### src/rtl/alu_exec_pkg.sv
// alu_exec_pkg: shared widths, flags and the opcode enum used on the RS->ALU interface
package alu_exec_pkg;
   localparam int DATA_WIDTH         = 32;
   localparam int ADDR_WIDTH         = 32;
   localparam int ROB_WRAP_POS_WIDTH = 5;
   localparam int OPENUM_WIDTH       = 6;
   localparam logic TRUE  = 1'b1;
   localparam logic FALSE = 1'b0;
   typedef enum logic [OPENUM_WIDTH-1:0] {
      OP_NOP, OP_LUI, OP_AUIPC, OP_JAL, OP_JALR,
      OP_BEQ, OP_BNE, OP_BLT, OP_BGE, OP_BLTU, OP_BGEU,
      OP_LB, OP_LH, OP_LW, OP_LBU, OP_LHU, OP_SB, OP_SH, OP_SW,
      OP_ADDI, OP_SLTI, OP_SLTIU, OP_XORI, OP_ORI, OP_ANDI, OP_SLLI, OP_SRLI, OP_SRAI,
      OP_ADD, OP_SUB, OP_SLL, OP_SLT, OP_SLTU, OP_XOR, OP_SRL, OP_SRA, OP_OR, OP_AND
   } openum_t;
endpackage

### src/rtl/alu_core.sv
// alu_core: combinational openum -> {val, jump, next_pc}
module alu_core
   import alu_exec_pkg::*;
#(
   parameter int DATA_W   = DATA_WIDTH,
   parameter int OPENUM_W = OPENUM_WIDTH
) (
   input  logic [OPENUM_W-1:0] openum,
   input  logic [DATA_W-1:0]   rs1,
   input  logic [DATA_W-1:0]   rs2,
   input  logic [DATA_W-1:0]   imm,
   input  logic [DATA_W-1:0]   pc,
   output logic [DATA_W-1:0]   val,
   output logic                jump,
   output logic [DATA_W-1:0]   next_pc
);
   openum_t           op;
   logic              imm_op, eq, lts, ltu, taken;
   logic [DATA_W-1:0] op2, pc4, pc_imm, jalr_sum;
   logic [4:0]        shamt;
   assign op       = openum_t'(openum);
   assign imm_op   = op inside {[OP_ADDI:OP_SRAI]};
   assign op2      = imm_op ? imm : rs2;
   assign shamt    = op2[4:0];
   assign pc4      = pc + DATA_W'(4);
   assign pc_imm   = pc + imm;
   assign jalr_sum = rs1 + imm;
   assign eq       = rs1 == op2;
   assign lts      = $signed(rs1) < $signed(op2);
   assign ltu      = rs1 < op2;
   assign taken    = (op == OP_BEQ)  ? eq   :
                     (op == OP_BNE)  ? !eq  :
                     (op == OP_BLT)  ? lts  :
                     (op == OP_BGE)  ? !lts :
                     (op == OP_BLTU) ? ltu  : !ltu;
   // anything not listed (loads/stores/NOP/undefined) still completes with val 0, pc+4
   always_comb begin
      val     = '0;
      jump    = FALSE;
      next_pc = pc4;
      case (op)
         OP_LUI:   val = imm;
         OP_AUIPC: val = pc_imm;
         OP_JAL: begin
            val     = pc4;
            jump    = TRUE;
            next_pc = pc_imm;
         end
         OP_JALR: begin
            val     = pc4;
            jump    = TRUE;
            next_pc = jalr_sum & ~DATA_W'(1);
         end
         OP_BEQ, OP_BNE, OP_BLT, OP_BGE, OP_BLTU, OP_BGEU: begin
            jump    = taken;
            next_pc = taken ? pc_imm : pc4;
         end
         OP_ADD, OP_ADDI:   val = rs1 + op2;
         OP_SUB:            val = rs1 - op2;
         OP_SLL, OP_SLLI:   val = rs1 << shamt;
         OP_SRL, OP_SRLI:   val = rs1 >> shamt;
         OP_SRA, OP_SRAI:   val = $signed(rs1) >>> shamt;
         OP_SLT, OP_SLTI:   val = DATA_W'(lts);
         OP_SLTU, OP_SLTIU: val = DATA_W'(ltu);
         OP_XOR, OP_XORI:   val = rs1 ^ op2;
         OP_OR, OP_ORI:     val = rs1 | op2;
         OP_AND, OP_ANDI:   val = rs1 & op2;
         default: ;
      endcase
   end
endmodule

### src/rtl/alu_exec.sv
// alu_exec: registers alu_core results onto the one-cycle result bus with rst/clr/rdy control
module alu_exec
   import alu_exec_pkg::*;
#(
   parameter int DATA_W    = DATA_WIDTH,
   parameter int ROB_POS_W = ROB_WRAP_POS_WIDTH,
   parameter int OPENUM_W  = OPENUM_WIDTH
) (
   input  logic                 clk,
   input  logic                 rst,
   input  logic                 rdy,
   input  logic                 clr,
   input  logic                 rs_to_alu_enable,
   input  logic [OPENUM_W-1:0]  rs_to_alu_openum,
   input  logic [ROB_POS_W-1:0] rs_to_alu_rob_pos,
   input  logic [DATA_W-1:0]    rs_to_alu_rs1_val,
   input  logic [DATA_W-1:0]    rs_to_alu_rs2_val,
   input  logic [DATA_W-1:0]    rs_to_alu_imm,
   input  logic [DATA_W-1:0]    rs_to_alu_pc,
   output logic                 alu_result_ready,
   output logic [ROB_POS_W-1:0] alu_result_rob_pos,
   output logic [DATA_W-1:0]    alu_result_val,
   output logic                 alu_result_jump,
   output logic [DATA_W-1:0]    alu_result_pc
);
   logic [DATA_W-1:0] core_val, core_pc;
   logic              core_jump;
   alu_core #(.DATA_W(DATA_W), .OPENUM_W(OPENUM_W)) u_core (
      .openum  (rs_to_alu_openum),
      .rs1     (rs_to_alu_rs1_val),
      .rs2     (rs_to_alu_rs2_val),
      .imm     (rs_to_alu_imm),
      .pc      (rs_to_alu_pc),
      .val     (core_val),
      .jump    (core_jump),
      .next_pc (core_pc)
   );
   // tag 0 means "no producer", so it is never allowed onto the bus
   always_ff @(posedge clk) begin
      if (rst) begin
         alu_result_ready   <= FALSE;
         alu_result_rob_pos <= '0;
         alu_result_val     <= '0;
         alu_result_jump    <= FALSE;
         alu_result_pc      <= '0;
      end else if (clr) begin
         alu_result_ready <= FALSE;
      end else if (rdy) begin
         alu_result_ready <= rs_to_alu_enable && (rs_to_alu_rob_pos != '0);
         if (rs_to_alu_enable) begin
            alu_result_rob_pos <= rs_to_alu_rob_pos;
            alu_result_val     <= core_val;
            alu_result_jump    <= core_jump;
            alu_result_pc      <= core_pc;
         end
      end
   end
endmodule

### config.mk
export PLATFORM = sky130hd
export DESIGN_NAME = alu_exec
export DESIGN_NICKNAME = d
export VERILOG_FILES = /design/src/rtl/alu_exec_pkg.sv /design/src/rtl/alu_core.sv /design/src/rtl/alu_exec.sv
export SDC_FILE = /design/constraint.sdc
export NUM_CORES = 1
export LEC_CHECK = 0
export ABC_CLOCK_PERIOD_IN_PS = 5110
export CAP_MARGIN = 15
export CORE_ASPECT_RATIO = 0.75
export CORE_UTILIZATION = 40
export DETAILED_ROUTE_END_ITERATION = 16
export DONT_BUFFER_PORTS = 1
export SLEW_MARGIN = 20
export SYNTH_ARGS = -nofsm -noshare
export SYNTH_HDL_FRONTEND = slang
export SYNTH_SLANG_ARGS = --single-unit
### constraint.sdc
create_clock -name clk -period 5.11 [get_ports clk]
set_input_delay 0.511 -clock clk [delete_from_list [all_inputs] [get_ports clk]]
set_output_delay 0.511 -clock clk [all_outputs]
set_load 0.02 [all_outputs]
==> results_dict.tcl <==
set metrics [dict create \
    number_of_instances_in_the_placed_design 2983 \
    drcViolationCount 0 \
    cts-hold-fix-buffers 0 \
    syn_area_um2 17370 \
    core_area_um2 42450 \
    timing.final.crit_share 0.9802 \
    fin_ws_ps 101.1 \
    drt-initial-drc-count 3222 \
    rrSetupSlack_ps 3050 \
    detail_route.vias_per_cell 7.174 \
    fin_util 0.4457 \
    grt_pass1_wl_um 139300 \
    dominantRegCellSynth "sky130_fd_sc_hd__dfxtp_1" \
    die_w_um 242.7 \
    timing.setup.critical_path_class "input pin to flop" \
    cts_tree "yes" \
    max-cap-violations 0 \
    clk-insertion-delay-late_ps 390 \
    cts.reportedPaths.clkPinSlew_ps 80 \
    final-instance-count-excl-fill 3006 \
    fmaxAchievable_mhz 199.6 \
    post-route-min-period_ps 5009 \
    first_global_vias 19408 \
    number_of_placement_rows 65 \
    cts_max_path_buffers 2 \
    via_count 21564 \
    worst_slew_pin_slew_ps 1079 \
    timing.critical_path.fanout_max 29 \
    area_delta_synth_final_pct 8.915 \
    y_dimension_of_the_die_um 182.5 \
    dp_hpwl_um 77980 \
    place_congestion 1.104 \
    synth.avg_cell_area_um2 7.138 \
    starting_utilization_of_the_core_area 0.4093 \
    yosys-top-cells-count "221 x sky130_fd_sc_hd__a21oi_1, 209 x sky130_fd_sc_hd__nand2_1, 200 x sky130_fd_sc_hd__nor2_1" \
    worstSetupStartpointType "input pin" \
    timing.clock.skew_ps 0 \
    maxSlewHeadroom 0.2790 \
    unrepaired_setup_endpoints_after_global_routing "no" \
    post-synth-top-count-cell "sky130_fd_sc_hd__a21oi_1" \
    totalNegativeSetupSlack_ps 0 \
    highest_layer "met5" \
    synth_cells 2434 \
    dpl_worst_slack_ps -58.47 \
    r2r_path_end "alu_result_val[28]$_SDFFE_PP0P_" \
    post_route_cells_drive_above_1_share 0.1272 \
    largest_cells_by_area_after_synthesis "sky130_fd_sc_hd__ha_1 11%, sky130_fd_sc_hd__dfxtp_1 8.2%, sky130_fd_sc_hd__a21oi_1 6.4%" \
    postCtsSetupBuffers 0 \
    dieArea_um2 44280 \
    holdCritPathClass "input pin to flop" \
    worstRegToRegCells 7 \
    yosysSeqAreaShare 0.08181 \
    wl_met1_um 40960 \
    drtPass1Iterations 9 \
    clock_sink_count 71 \
    critical_path.endpoint "alu_result_pc[17]$_SDFFE_PP0P_" \
    synth_fp_nets 2734 \
    route.met3.wl_um 12970 \
    worst-endpoint-arrival_ps 5280 \
    aggregate_global_route_resource_usage 0.4266 \
    route.antenna.remaining_nets 0 \
    number_of_buffers_inserted_by_port_buffering 0 \
    gr-total-overflow 0 \
    power.static_leakage_nw 7.544 \
    number_of_levels_in_the_clock_h_tree 3 \
    maxSlewViolCount 0 \
    cts_resized 0 \
    numCtsBuffers 9 \
    layout.nets 2725 \
    synth-edff-count 0 \
    final.fill_count 4451 \
    number_of_antenna_violations_at_the_first_check_in_global_routing 8 \
    post-synth-top-area-fraction 0.1102 \
    crit_start "rs_to_alu_openum[2]" \
    ctsRootBufferMaster "sky130_fd_sc_hd__clkbuf_16" \
    top_level_ports 215 \
    status "complete, no violations" \
    met2RoutedLength_um 39390 \
    async_flop_share 0 \
    timing.final.setup_violations 0 \
    critPathCaptureType "flop" \
    grt_max_degree 69 \
    final-hold-violation-count 0 \
    synth.ff_latch_count 71 \
    crit_required_ps 5380 \
    power.density_nw_per_um2 191.2 \
    synth_cell_types 96 \
    finalWirelength_um 98120 \
    reg2reg_start "alu_result_val[28]$_SDFFE_PP0P_" \
    post-synth-top-area-cell "sky130_fd_sc_hd__ha_1" \
    peakVddDrop_mv 0.1884 \
    yosysWarningCount 0 \
    detail_route.wl_per_cell_um 32.64 \
]
area by class of cell:
class	instances	area, µm²	share of cell area
tap	569	711.9	0.03762
timing repair buffer	157	1204	0.06361
clock buffer	9	225.2	0.01190
inverter	113	426.7	0.02255
antenna	7	17.52	0.0009257
sequential	71	1421	0.07511
multi-input combinational	2073	14840	0.7844
clock inverter	7	73.82	0.003901
stage by stage:
stage / cell area (µm²) / total power, mW / hold slack, ps
after floorplan: 17390 / 2.093 / 534.5
after global placement: 18610 / 2.799 / 541.5
after detailed placement: 18610 / 2.799 / 545.4
after CTS: 18910 / 3.527 / 170.8
after global routing: 18920 / 3.763 / 179.0
final: 18920 / 3.619 / 186.2
logic make-up after synthesis:
kind of cell / synth area share
buffers and inverters: 0.06733
AOI/OAI and AO/OA: 0.3686
and+or+nand+nor: 0.2011
xor gates and xnor gates: 0.04890
adders and majority gates: 0.1136
muxes: 0.1185
DFF: 0.08181
report_power, final:
| part | switching [mW] | total [mW] | internal (mW) |
|---|---|---|---|
| clock network | 0.379 | 0.727 | 0.348 |
| logic | 1.42 | 2.27 | 0.853 |
| registers | 0.0470 | 0.621 | 0.575 |
| total | 1.84 | 3.62 | 1.78 |
critical path: stages:
cell and delay (ps):
sky130_fd_sc_hd__and2_1 160, sky130_fd_sc_hd__nor3_2 250, sky130_fd_sc_hd__buf_12 250, sky130_fd_sc_hd__mux2_2 390, sky130_fd_sc_hd__inv_1 90, sky130_fd_sc_hd__ha_1 300, sky130_fd_sc_hd__nor4_1 400, sky130_fd_sc_hd__buf_4 190
sky130_fd_sc_hd__nand2_1 60, sky130_fd_sc_hd__nor4_1 730, sky130_fd_sc_hd__nand4b_1 240, sky130_fd_sc_hd__a21oi_1 200, sky130_fd_sc_hd__nor2_1 80, sky130_fd_sc_hd__a211oi_1 380, sky130_fd_sc_hd__o21ai_1 320, sky130_fd_sc_hd__buf_4 250
sky130_fd_sc_hd__a221oi_1 310, sky130_fd_sc_hd__a211oi_1 120
per-layer routing:
layer | global-route usage | vias up
met5 | 0 | -
met4 | 0.1718 | 4
met3 | 0.1291 | 271
met2 | 0.6109 | 1588
met1 | 0.5900 | 10420
li1 | - | 9281
flip-flops by register name, summed over array words and instances (netlist names):
register,flops
alu_result_val,32
alu_result_jump,1
alu_result_rob_pos,5
alu_result_ready,1
alu_result_pc,32
worst min-delay path by stage:
| stage | from | depth (start not counted) | end | slack, ps |
|---|---|---|---|---|
| 2_1_floorplan | alu_result_rob_pos[0]$_SDFFE_PP0P_ | 2 | alu_result_rob_pos[0]$_SDFFE_PP0P_ | 530 |
| 3_3_place_gp | alu_result_rob_pos[1]$_SDFFE_PP0P_ | 2 | alu_result_rob_pos[1]$_SDFFE_PP0P_ | 540 |
| 3_5_place_dp | alu_result_rob_pos[2]$_SDFFE_PP0P_ | 2 | alu_result_rob_pos[2]$_SDFFE_PP0P_ | 550 |
| 4_1_cts | clr | 1 | alu_result_ready$_SDFFE_PP0P_ | 170 |
| 5_1_grt | clr | 1 | alu_result_ready$_SDFFE_PP0P_ | 180 |
| 6_report | clr | 1 | alu_result_ready$_SDFFE_PP0P_ | 190 |
layout by cell type, fill, tap and decap left out, types with 48 or more instances in the layout:
| master | count |
|---|---|
| sky130_fd_sc_hd__nand2_1 | 209 |
| sky130_fd_sc_hd__o21ai_0 | 164 |
| sky130_fd_sc_hd__nand3_1 | 70 |
| sky130_fd_sc_hd__nor3_1 | 58 |
| sky130_fd_sc_hd__nor2_1 | 194 |
| sky130_fd_sc_hd__inv_1 | 109 |
| sky130_fd_sc_hd__xnor2_1 | 68 |
| sky130_fd_sc_hd__ha_1 | 153 |
| sky130_fd_sc_hd__a211oi_1 | 48 |
| sky130_fd_sc_hd__a21o_1 | 52 |
| sky130_fd_sc_hd__mux2i_1 | 75 |
| sky130_fd_sc_hd__buf_4 | 155 |
| sky130_fd_sc_hd__dfxtp_1 | 71 |
| sky130_fd_sc_hd__a21oi_1 | 220 |
(Power assumes the default switching activity.)
